===== src/rtl/sio_niu_pkg.sv =====
`default_nettype none
// ============================================================================
//  Module      : sio_niu_pkg
//  Description : Shared transmit-FSM state encoding, completion command codes
//                and header bit positions for the SIO-to-NIU transmit path.
//  Revision    : 1.0 - initial release
// ============================================================================
package sio_niu_pkg;

    typedef enum logic [2:0] {
        ST_IDLE = 3'd0,
        ST_HDR  = 3'd1,
        ST_D0   = 3'd2,
        ST_D1   = 3'd3,
        ST_D2   = 3'd4,
        ST_D3   = 3'd5
    } state_t;

    localparam logic [2:0] c_cmd_rd_ret = 3'b001;
    localparam logic [2:0] c_cmd_wr_ack = 3'b010;

    localparam int c_hdr_tag_lsb = 64;
    localparam int c_hdr_cmd_lsb = 80;
    localparam int c_hdr_err_bit = 83;

    localparam int c_beat_w  = 128;
    localparam int c_line_w  = 512;
    localparam int c_lane_w  = 16;
    localparam int c_num_lanes = c_beat_w / c_lane_w;

endpackage : sio_niu_pkg
`default_nettype wire


===== src/rtl/sio_niu_credit_ctr.sv =====
`default_nettype none
// ============================================================================
//  Module      : sio_niu_credit_ctr
//  Description : NIU inbound-queue credit counter; saturates at CREDITS and
//                latches a sticky error on a return that would overflow.
//  Revision    : 1.0 - initial release
// ============================================================================
module sio_niu_credit_ctr #(
    parameter int CREDITS = 4
) (
    input  logic       clk,
    input  logic       rst,
    input  logic       i_dec,
    input  logic       i_inc,
    output logic [3:0] o_cnt,
    output logic       o_err
);

    localparam logic [3:0] c_max = CREDITS[3:0];

    logic [3:0] cnt_q, cnt_d;
    logic       err_q, err_d;

    // A simultaneous consume and return cancel, even when the count is full.
    always_comb begin
        cnt_d = cnt_q;
        err_d = err_q;
        if (i_inc && !i_dec) begin
            if (cnt_q == c_max) begin
                err_d = 1'b1;
            end else begin
                cnt_d = cnt_q + 4'd1;
            end
        end else if (i_dec && !i_inc) begin
            if (cnt_q != 4'd0) begin
                cnt_d = cnt_q - 4'd1;
            end
        end
    end

    always_ff @(posedge clk) begin
        if (rst) begin
            cnt_q <= c_max;
            err_q <= 1'b0;
        end else begin
            cnt_q <= cnt_d;
            err_q <= err_d;
        end
    end

    assign o_cnt = cnt_q;
    assign o_err = err_q;

endmodule : sio_niu_credit_ctr
`default_nettype wire


===== src/rtl/sio_to_niu_xmt.sv =====
`default_nettype none
// ============================================================================
//  Module      : sio_to_niu_xmt
//  Description : Formats DMA completions (read return / write ack) into a
//                header + payload beat stream toward the NIU, credit-gated.
//                Lane parity is generated when SIO_TO_NIU_PARITY_EN is defined.
//  Revision    : 1.0 - initial release
// ============================================================================
module sio_to_niu_xmt
    import sio_niu_pkg::*;
#(
    parameter int CREDITS = 4,
    parameter int TAG_W   = 16
) (
    input  logic             iol2clk,
    input  logic             rst,
    input  logic             req_vld,
    output logic             req_rdy,
    input  logic             req_cmd,
    input  logic [TAG_W-1:0] req_tag,
    input  logic             req_err,
    input  logic [511:0]     req_data,
    output logic             sio_niu_hdr_vld,
    output logic             sio_niu_datareq,
    output logic [127:0]     sio_niu_data,
    output logic [7:0]       sio_niu_parity,
    input  logic             niu_sio_dq,
    output logic [3:0]       credit_cnt,
    output logic             credit_err
);

    state_t                state_q, state_d;
    logic                  cmd_q, cmd_d;
    logic [c_line_w-1:0]   line_q, line_d;
    logic                  hdr_vld_q, hdr_vld_d;
    logic                  datareq_q, datareq_d;
    logic [c_beat_w-1:0]   data_q, data_d;
    logic [7:0]            parity_q, parity_d;

    logic                  w_final;
    logic                  w_accept;
    logic [c_beat_w-1:0]   w_hdr;

    // The credit is consumed on the edge that launches the header, so
    // credit_cnt already reflects it while the header is on the bus and
    // a zero count blocks any further accept.
    assign w_final  = ((state_q == ST_HDR) && !cmd_q) || (state_q == ST_D3);
    assign req_rdy  = !rst && (credit_cnt != 4'd0) &&
                      ((state_q == ST_IDLE) || w_final);
    assign w_accept = req_vld && req_rdy;

    always_comb begin
        w_hdr = '0;
        w_hdr[c_hdr_tag_lsb +: TAG_W] = req_tag;
        w_hdr[c_hdr_cmd_lsb +: 3]     = req_cmd ? c_cmd_rd_ret : c_cmd_wr_ack;
        w_hdr[c_hdr_err_bit]          = req_err;
    end

    always_comb begin
        state_d   = state_q;
        cmd_d     = cmd_q;
        line_d    = line_q;
        hdr_vld_d = 1'b0;
        datareq_d = 1'b0;
        data_d    = '0;

        case (state_q)
            ST_HDR:  state_d = cmd_q ? ST_D0 : ST_IDLE;
            ST_D0:   state_d = ST_D1;
            ST_D1:   state_d = ST_D2;
            ST_D2:   state_d = ST_D3;
            ST_D3:   state_d = ST_IDLE;
            default: state_d = ST_IDLE;
        endcase

        if (w_accept) begin
            state_d = ST_HDR;
            cmd_d   = req_cmd;
            if (req_cmd) begin
                line_d = req_data;
            end
        end

        case (state_d)
            ST_HDR: begin
                hdr_vld_d = 1'b1;
                datareq_d = cmd_d;
                data_d    = w_hdr;
            end
            ST_D0:   data_d = line_q[0*c_beat_w +: c_beat_w];
            ST_D1:   data_d = line_q[1*c_beat_w +: c_beat_w];
            ST_D2:   data_d = line_q[2*c_beat_w +: c_beat_w];
            ST_D3:   data_d = line_q[3*c_beat_w +: c_beat_w];
            default: data_d = '0;
        endcase
    end

`ifdef SIO_TO_NIU_PARITY_EN
    logic [c_num_lanes-1:0] w_par;

    for (genvar i = 0; i < c_num_lanes; i++) begin : g_lane_par
        assign w_par[i] = ~(^data_d[i*c_lane_w +: c_lane_w]);
    end

    // Idle bus carries all-zero data, which would otherwise show odd parity 1s.
    assign parity_d = (state_d == ST_IDLE) ? 8'h00 : w_par;
`else
    assign parity_d = 8'h00;
`endif

    always_ff @(posedge iol2clk) begin
        if (rst) begin
            state_q   <= ST_IDLE;
            cmd_q     <= 1'b0;
            hdr_vld_q <= 1'b0;
            datareq_q <= 1'b0;
            data_q    <= '0;
            parity_q  <= 8'h00;
        end else begin
            state_q   <= state_d;
            cmd_q     <= cmd_d;
            hdr_vld_q <= hdr_vld_d;
            datareq_q <= datareq_d;
            data_q    <= data_d;
            parity_q  <= parity_d;
        end
    end

    // Line buffer is pure datapath; its content is only observed after a capture.
    always_ff @(posedge iol2clk) begin
        line_q <= line_d;
    end

    sio_niu_credit_ctr #(
        .CREDITS (CREDITS)
    ) u_credit_ctr (
        .clk   (iol2clk),
        .rst   (rst),
        .i_dec (w_accept),
        .i_inc (niu_sio_dq),
        .o_cnt (credit_cnt),
        .o_err (credit_err)
    );

    assign sio_niu_hdr_vld = hdr_vld_q;
    assign sio_niu_datareq = datareq_q;
    assign sio_niu_data    = data_q;
    assign sio_niu_parity  = parity_q;

endmodule : sio_to_niu_xmt
`default_nettype wire


===== config.mk =====
export PLATFORM = sky130hd
export DESIGN_NAME = sio_to_niu_xmt
export DESIGN_NICKNAME = d
export VERILOG_FILES = /design/src/rtl/sio_niu_pkg.sv /design/src/rtl/sio_niu_credit_ctr.sv /design/src/rtl/sio_to_niu_xmt.sv
export SDC_FILE = /design/constraint.sdc
export NUM_CORES = 1
export LEC_CHECK = 0
export CORE_AREA = 3 3 264 266
export DETAILED_ROUTE_END_ITERATION = 12
export DIE_AREA = 0 0 267 269
export HOLD_SLACK_MARGIN = 0.03
export PLACE_DENSITY = 0.65
export SETUP_SLACK_MARGIN = 0.2
export SLEW_MARGIN = 0
export SYNTH_ARGS = -nofsm -noshare
export SYNTH_HDL_FRONTEND = slang
export SYNTH_SLANG_ARGS = --single-unit

===== constraint.sdc =====
create_clock -name iol2clk -period 16.95 [get_ports iol2clk]
set_input_delay 3.39 -clock iol2clk [delete_from_list [all_inputs] [get_ports iol2clk]]
set_output_delay 3.39 -clock iol2clk [all_outputs]
set_load 0.05 [all_outputs]

==> results of run 1 <==
==> metrics by stage <==
step                power [W]  setup slack, ns  hold WS [ns]  instances  utilization, %
global placement     0.002177            8.038        0.4692       2807           44.18
global route         0.003874            7.934        0.4963       2954           47.84
finish               0.003747            7.970        0.4749       2954           47.84
CTS                  0.003787            7.969        0.4826       2939           47.79
floorplan            0.002045            1.442        0.4643       1348               -
detailed placement   0.002189            7.964        0.4697       2807           44.18
==> worst min-delay path by stage <==
stage | startpoint | endpoint | slack, ns | cells past startpoint
after detailed placement | u_credit_ctr.o_err$_SDFFE_PP0P_ | u_credit_ctr.o_err$_SDFFE_PP0P_ | 0.47 | 2
final | u_credit_ctr.o_err$_SDFFE_PP0P_ | u_credit_ctr.o_err$_SDFFE_PP0P_ | 0.47 | 2
after CTS | u_credit_ctr.o_err$_SDFFE_PP0P_ | u_credit_ctr.o_err$_SDFFE_PP0P_ | 0.48 | 2
after floorplan | line_q[256]$_DFFE_PP_ | sio_niu_data[0]$_SDFF_PP0_ | 0.46 | 2
after global routing | line_q[53]$_DFFE_PP_ | sio_niu_data[53]$_SDFF_PP0_ | 0.50 | 2
after global placement | line_q[8]$_DFFE_PP_ | sio_niu_data[8]$_SDFF_PP0_ | 0.47 | 2
==> power groups by stage <==
stage / clock [W] / combinational (W) / sequential (W)
2_1_floorplan: 0 / 0.000105 / 0.00194
3_3_place_gp: 0 / 0.000296 / 0.00188
3_5_place_dp: 0 / 0.000304 / 0.00188
4_1_cts: 0.00163 / 0.000305 / 0.00185
5_1_grt: 0.00169 / 0.000322 / 0.00186
6_report: 0.00159 / 0.000303 / 0.00185
==> registers in the layout, summed over array words and instances, names as in the netlist <==
name,cells
sio_niu_datareq,1
line_q,512
state_q,3
u_credit_ctr.o_cnt,4
sio_niu_data,128
cmd_q,1
u_credit_ctr.o_err,1
sio_niu_hdr_vld,1
==> layer usage <==
layer / up-vias / global-route usage [%]
met1: 7318 / 21.92
met4: 2 / 8.002
met3: 132 / 4.061
met5: - / 0
met2: 706 / 31.57
li1: 6574 / -
==> logic make-up after synthesis <==
kind of cell	after synthesis
other	1
adder cells (fa/ha/maj)	3
multiplexers	2
flip-flops	651
XOR/XNOR	3
AO/OA/AOI/OAI	293
buffers and inverters	101
AND/OR/NAND/NOR	287
==> placed cells by master (no fill, tap or decap), drive strengths merged, types with 2 or more instances in the layout <==
cell / n
a221oi: 127
xor2: 2
a21oi: 23
clkbuf: 100
diode: 15
conb: 8
dfxtp: 139
ha: 2
nor2: 241
clkdlybuf4s50: 669
nor2b: 4
inv: 7
nor3b: 2
bufinv: 8
or3: 2
nor4: 3
edfxtp: 512
a22oi: 129
nor3: 4
o21ai: 4
clkinvlp: 4
buf: 14
clkinv: 17
or2: 2
nand2: 24
a21o: 3
==> worst max-delay path, delay by kind of cell <==
family | cells | cell delay (ns)
buffers and inverters | 2 | 1.52
AND/OR/NAND/NOR | 2 | 0.67
==> area by class of cell <==
class,instances,area [um2],area share (%)
flip-flops and latches,651,18160,56.42
repair buffers,683,6814,21.17
multi-input cells,596,3630,11.28
clock buffers,100,2008,6.239
well taps,873,1092,3.393
clock inverters,32,422.9,1.314
diodes,15,37.54,0.1166
inverters,4,22.52,0.06997
==> qor.txt, run 1 <==
Status = finished, final reports clean
1st-pass router iterations = 5
Routability Congestion = 0.8742
FF-to-FF path depth = 8
Number of synthesized flops with an enable pin = 512
Core area = 67280 um2
CTS clk-pin slew, worst paths = 0.06 ns
Min-Delay Path Class = register to register
Antenna-violating nets left = 0
Crit path capture type = output pin
M1 WL = 25840 um
Die Area = 71820 um2
Ys async rst share = 0%
# clock sinks = 651
Final WL = 68370 um
# fillers = 5728
Top cell by count, worst path = clkdlybuf4s50_1
Top post-synthesis cells by area = edfxtp_1 69%, dfxtp_1 13%, a221oi_1 5.0%
Crit-path max cell delay = 0.89 ns
Synth warnings = 0
Synthesized area = 22240 um2
Worst-skew pair later-pin latency = 0.59 ns
P_sw = 0.0008214 W
Critical Path, Cell by Cell = clkdlybuf4s50_1 > or2_1 > nor4_1 > clkdlybuf4s50_1
FF-to-FF End = line_q[357]$_DFFE_PP_
Setup Crit Path Kind = input pin to output pin
DR vias = 14730
Cell area after layout = 32190 um2
Critical path destination = req_rdy
Most common cell in the netlist = edfxtp_1
Top Metal Used = met5
Clock skew = 0.02322 ns
GRT Util Overall = 18.22%
Max stage delay cell, worst path = clkdlybuf4s50_1
DRT iter0 DRCs = 1108
Hold Vio Cnt, Final = 0
Num CTS Buffers = 71
Most common flop cell mapped by yosys = edfxtp_1
Tcrit/Tclk final = 52.98%
Max_slew headroom = 19.77%
Crit start category = input pin
Die H = 269 um
RSZ-0062 raised after global routing = false
Reported leakage power = 10.56 nW
Largest family of logic cells by synthesized area = compound AO/OA/AOI/OAI gates
Worst-Margin Slew = 1.203 ns
Share of layout cells above drive strength 1 = 6.776%
Effective utilization at floorplan = 33.05%
H-Tree Depth = 3
Commonest cells in the netlist = 512 x edfxtp_1, 241 x nor2_1, 139 x dfxtp_1
Max-cap viol count = 0
Compound-Gate Fraction of Synth Area = 10.50%
CTS root buf = clkbuf_16
Drt via density = 4.987
Flop pwr share = 49.4%
Hold_buf cts = 0
Post-synthesis sequential area ratio = 81.65%
Post-synthesis mux area share = 0.09565%
Final Max Slew Viols = 0
Post-synthesis xor/xnor area fraction = 0.1182%
Post-CTS sizing = 0
Final setup fails = 0
Worst VDD drop = 0.08606 mV
Remaining DRCs = 0
Final min period = 8.980 ns
Share of the synthesized area in the top cell type = 69.14%
FMAX = 111.4 MHz
Switching Share = 21.92%
Comb power frac = 8.1%
Internal power = 0.002925 W
Power per Cell Area = 116.4 nW/um2
Setup TNS = 0 ns
I/O pin count = 678
Critical Path Source = rst
Area post-placement = 29720 um2
Vias in the first global route = 15070
Met2 wire len = 35360 um
Worst Path Max Fanout = 11
Num rows = 95
Post-CTS setup buffer count = 0
Post-synth top area cell = edfxtp_1
R2R Setup Slk = 11.48 ns
Grt ovf = 0
HPWL Detailed = 46970 um
Post-Synth Simple-Gate Area = 5.114%
First-pass GRT wire length = 96880 um
Synthesis-to-finish area growth = 44.75%
Synth Area in Adders = 0.2026%
Yosys reg bits = 651
Routed WL per cell = 23.15 um
Netlist cell types = 43
Reg-to-Reg Start = state_q[0]$_SDFF_PP0_
CTS tree = done
Worst EP arrival = 5.59 ns
DIE WIDTH = 267 um
Initial antenna violation count = 19
Max clock buf depth = 3
Clock power frac = 42.5%
Largest net degree at the start of global routing = 179
Worst path required time = 13.56 ns
Synth Instances = 1341
Synthesized area per cell = 16.58 um2
Port Buffers = 669
Met3 wire length = 4859 um
Final Net Count = 2544
(Power assumes the default switching activity.)
==> run 2, diff against run 1 <==
==> constraint.sdc (replaced) <==
create_clock -name iol2clk -period 8.3 [get_ports iol2clk]
set_input_delay 1.66 -clock iol2clk [delete_from_list [all_inputs] [get_ports iol2clk]]
set_output_delay 1.66 -clock iol2clk [all_outputs]
set_load 0.05 [all_outputs]
==> qor.txt, run 2 (synthesis gave the netlist of run 1 again) <==
I/O pin count = 678
Core area = 67280 um2
Crit start category = input pin
Final std cells w/o fill = 2950
Routed WL per cell = 23.24 um
Effective utilization at floorplan = 33.05%
Hold WS = 0.4901 ns
First-pass GRT wire length = 97260 um
Die H = 269 um
CTS tree = done
R2R Setup Slk = 4.06 ns
Grt met1 use = 21.56%
Crit path capture type = output pin
Antenna-violating nets left = 0
Routing usage on met2 = 32.70%
DR vias = 14510
Met3 usage = 4.042%
Final Net Count = 2545
# clock sinks = 651
RSZ-0062 raised after global routing = false
CTS root buf = clkbuf_16
Share of layout cells above drive strength 1 = 6.586%
Status = finished, final reports clean
Routability Congestion = 0.8503
Max reg flops = 512
Remaining DRCs = 0
Hold path startpoint = line_q[302]$_DFFE_PP_
Commonest non-fill, non-tap cell in the layout = clkdlybuf4s50_1
Final Max Slew Viols = 0
Die Area = 71820 um2
H-Tree Depth = 3
CTS clk-pin slew, worst paths = 0.06 ns
Min-Delay Path Class = register to register
Max_slew headroom = 28.95%
Worst EP arrival = 3.91 ns
GRT Util Overall = 18.33%
Clock skew = 0.01779 ns
FF-to-FF End = line_q[142]$_DFFE_PP_
DRT iter0 DRCs = 1207
Num CTS Buffers = 69
Hold_buf cts = 0
Max clock buf depth = 3
Post-CTS setup buffer count = 0
Top reg by flops = line_q
Tcrit/Tclk final = 67.06%
Pwr Total = 0.007404 W
Worst-Margin Slew = 1.066 ns
FMAX = 179.7 MHz
Worst path required time = 6.64 ns
Worst Path Max Fanout = 11
Hold depth = 2
Synthesis-to-finish area growth = 44.20%
Port Buffers = 669
Setup Crit Path Kind = input pin to output pin
Num rows = 95
Grt ovf = 0
Worst VDD drop = 0.1217 mV
Busiest grt layer = met2
Hold Vio Cnt, Final = 0
Initial antenna violation count = 15
DIE WIDTH = 267 um
Drt via density = 4.919
1st-pass router iterations = 5
Worst Hold Path EP = sio_niu_data[46]$_SDFF_PP0_
Worst-skew pair later-pin latency = 0.60 ns
Placed insts = 2810
Power per Cell Area = 230.9 nW/um2
FF-to-FF path depth = 8
Final min period = 5.566 ns
Most frequent cells in the layout = 669 x clkdlybuf4s50_1, 512 x edfxtp_1, 241 x nor2_1, 138 x dfxtp_1, 129 x a22oi_1
Vias in the first global route = 15200
Reported leakage power = 10.49 nW
HPWL Detailed = 47420 um
Max-cap viol count = 0
Final setup fails = 0
Reg-to-Reg Start = state_q[0]$_SDFF_PP0_
Largest net degree at the start of global routing = 166
Post-CTS sizing = 0
Final core occ = 47.66%
Final WL = 68560 um
## run 2: power by group
part / total (W) / switching, W / internal, W
registers: 0.00379 / 0.0000758 / 0.00371
logic: 0.000621 / 0.000312 / 0.000310
clock network: 0.00300 / 0.00129 / 0.00170
total: 0.00740 / 0.00168 / 0.00573
## run 2: worst max path at each step
stage                                 end  cells after the start  slack (ns)  start
floorplan             line_q[0]$_DFFE_PP_                      7       -2.10    rst
global placement     line_q[10]$_DFFE_PP_                      9        2.71    rst
finish                            req_rdy                      4        2.73    rst
global route                      req_rdy                      4        2.67    rst
detailed placement  line_q[142]$_DFFE_PP_                      9        2.58    rst
CTS                               req_rdy                      4        2.70    rst
## run 2: cell type report
| type | instances | area, um2 |
|---|---|---|
| Inverter | 4 | 23.77 |
| Multi-Input combinational cell | 596 | 3637 |
| Sequential cell | 651 | 18160 |
| Tap cell | 873 | 1092 |
| Clock inverter | 32 | 366.6 |
| Clock buffer | 96 | 1868 |
| Timing Repair Buffer | 686 | 6887 |
| Antenna cell | 12 | 30.03 |
| Fill cell | 5725 | 35210 |
## run 2: worst max-delay path, cell delays in order
cell and delay (ns):
clkdlybuf4s50_1 0.63, or2_1 0.35, nor4_1 0.39, clkdlybuf4s50_1 0.89
## run 2: per-layer routing
metal,wire length [um],vias to the layer above
li1,-,6569
met1,25780,7207
met2,36200,611
met3,4406,123
met4,2156,2
met5,12,-
## run 2: per-stage QoR
stage                     setup TNS [ns]  worst slack [ns]  instance area [um2]
after global placement                 0             2.713                29800
after detailed placement               0             2.582                29800
after floorplan                 -1074.41            -2.098                22290
final                                  0             2.734                32070
after global routing                   0             2.674                32070
after CTS                              0             2.697                32040
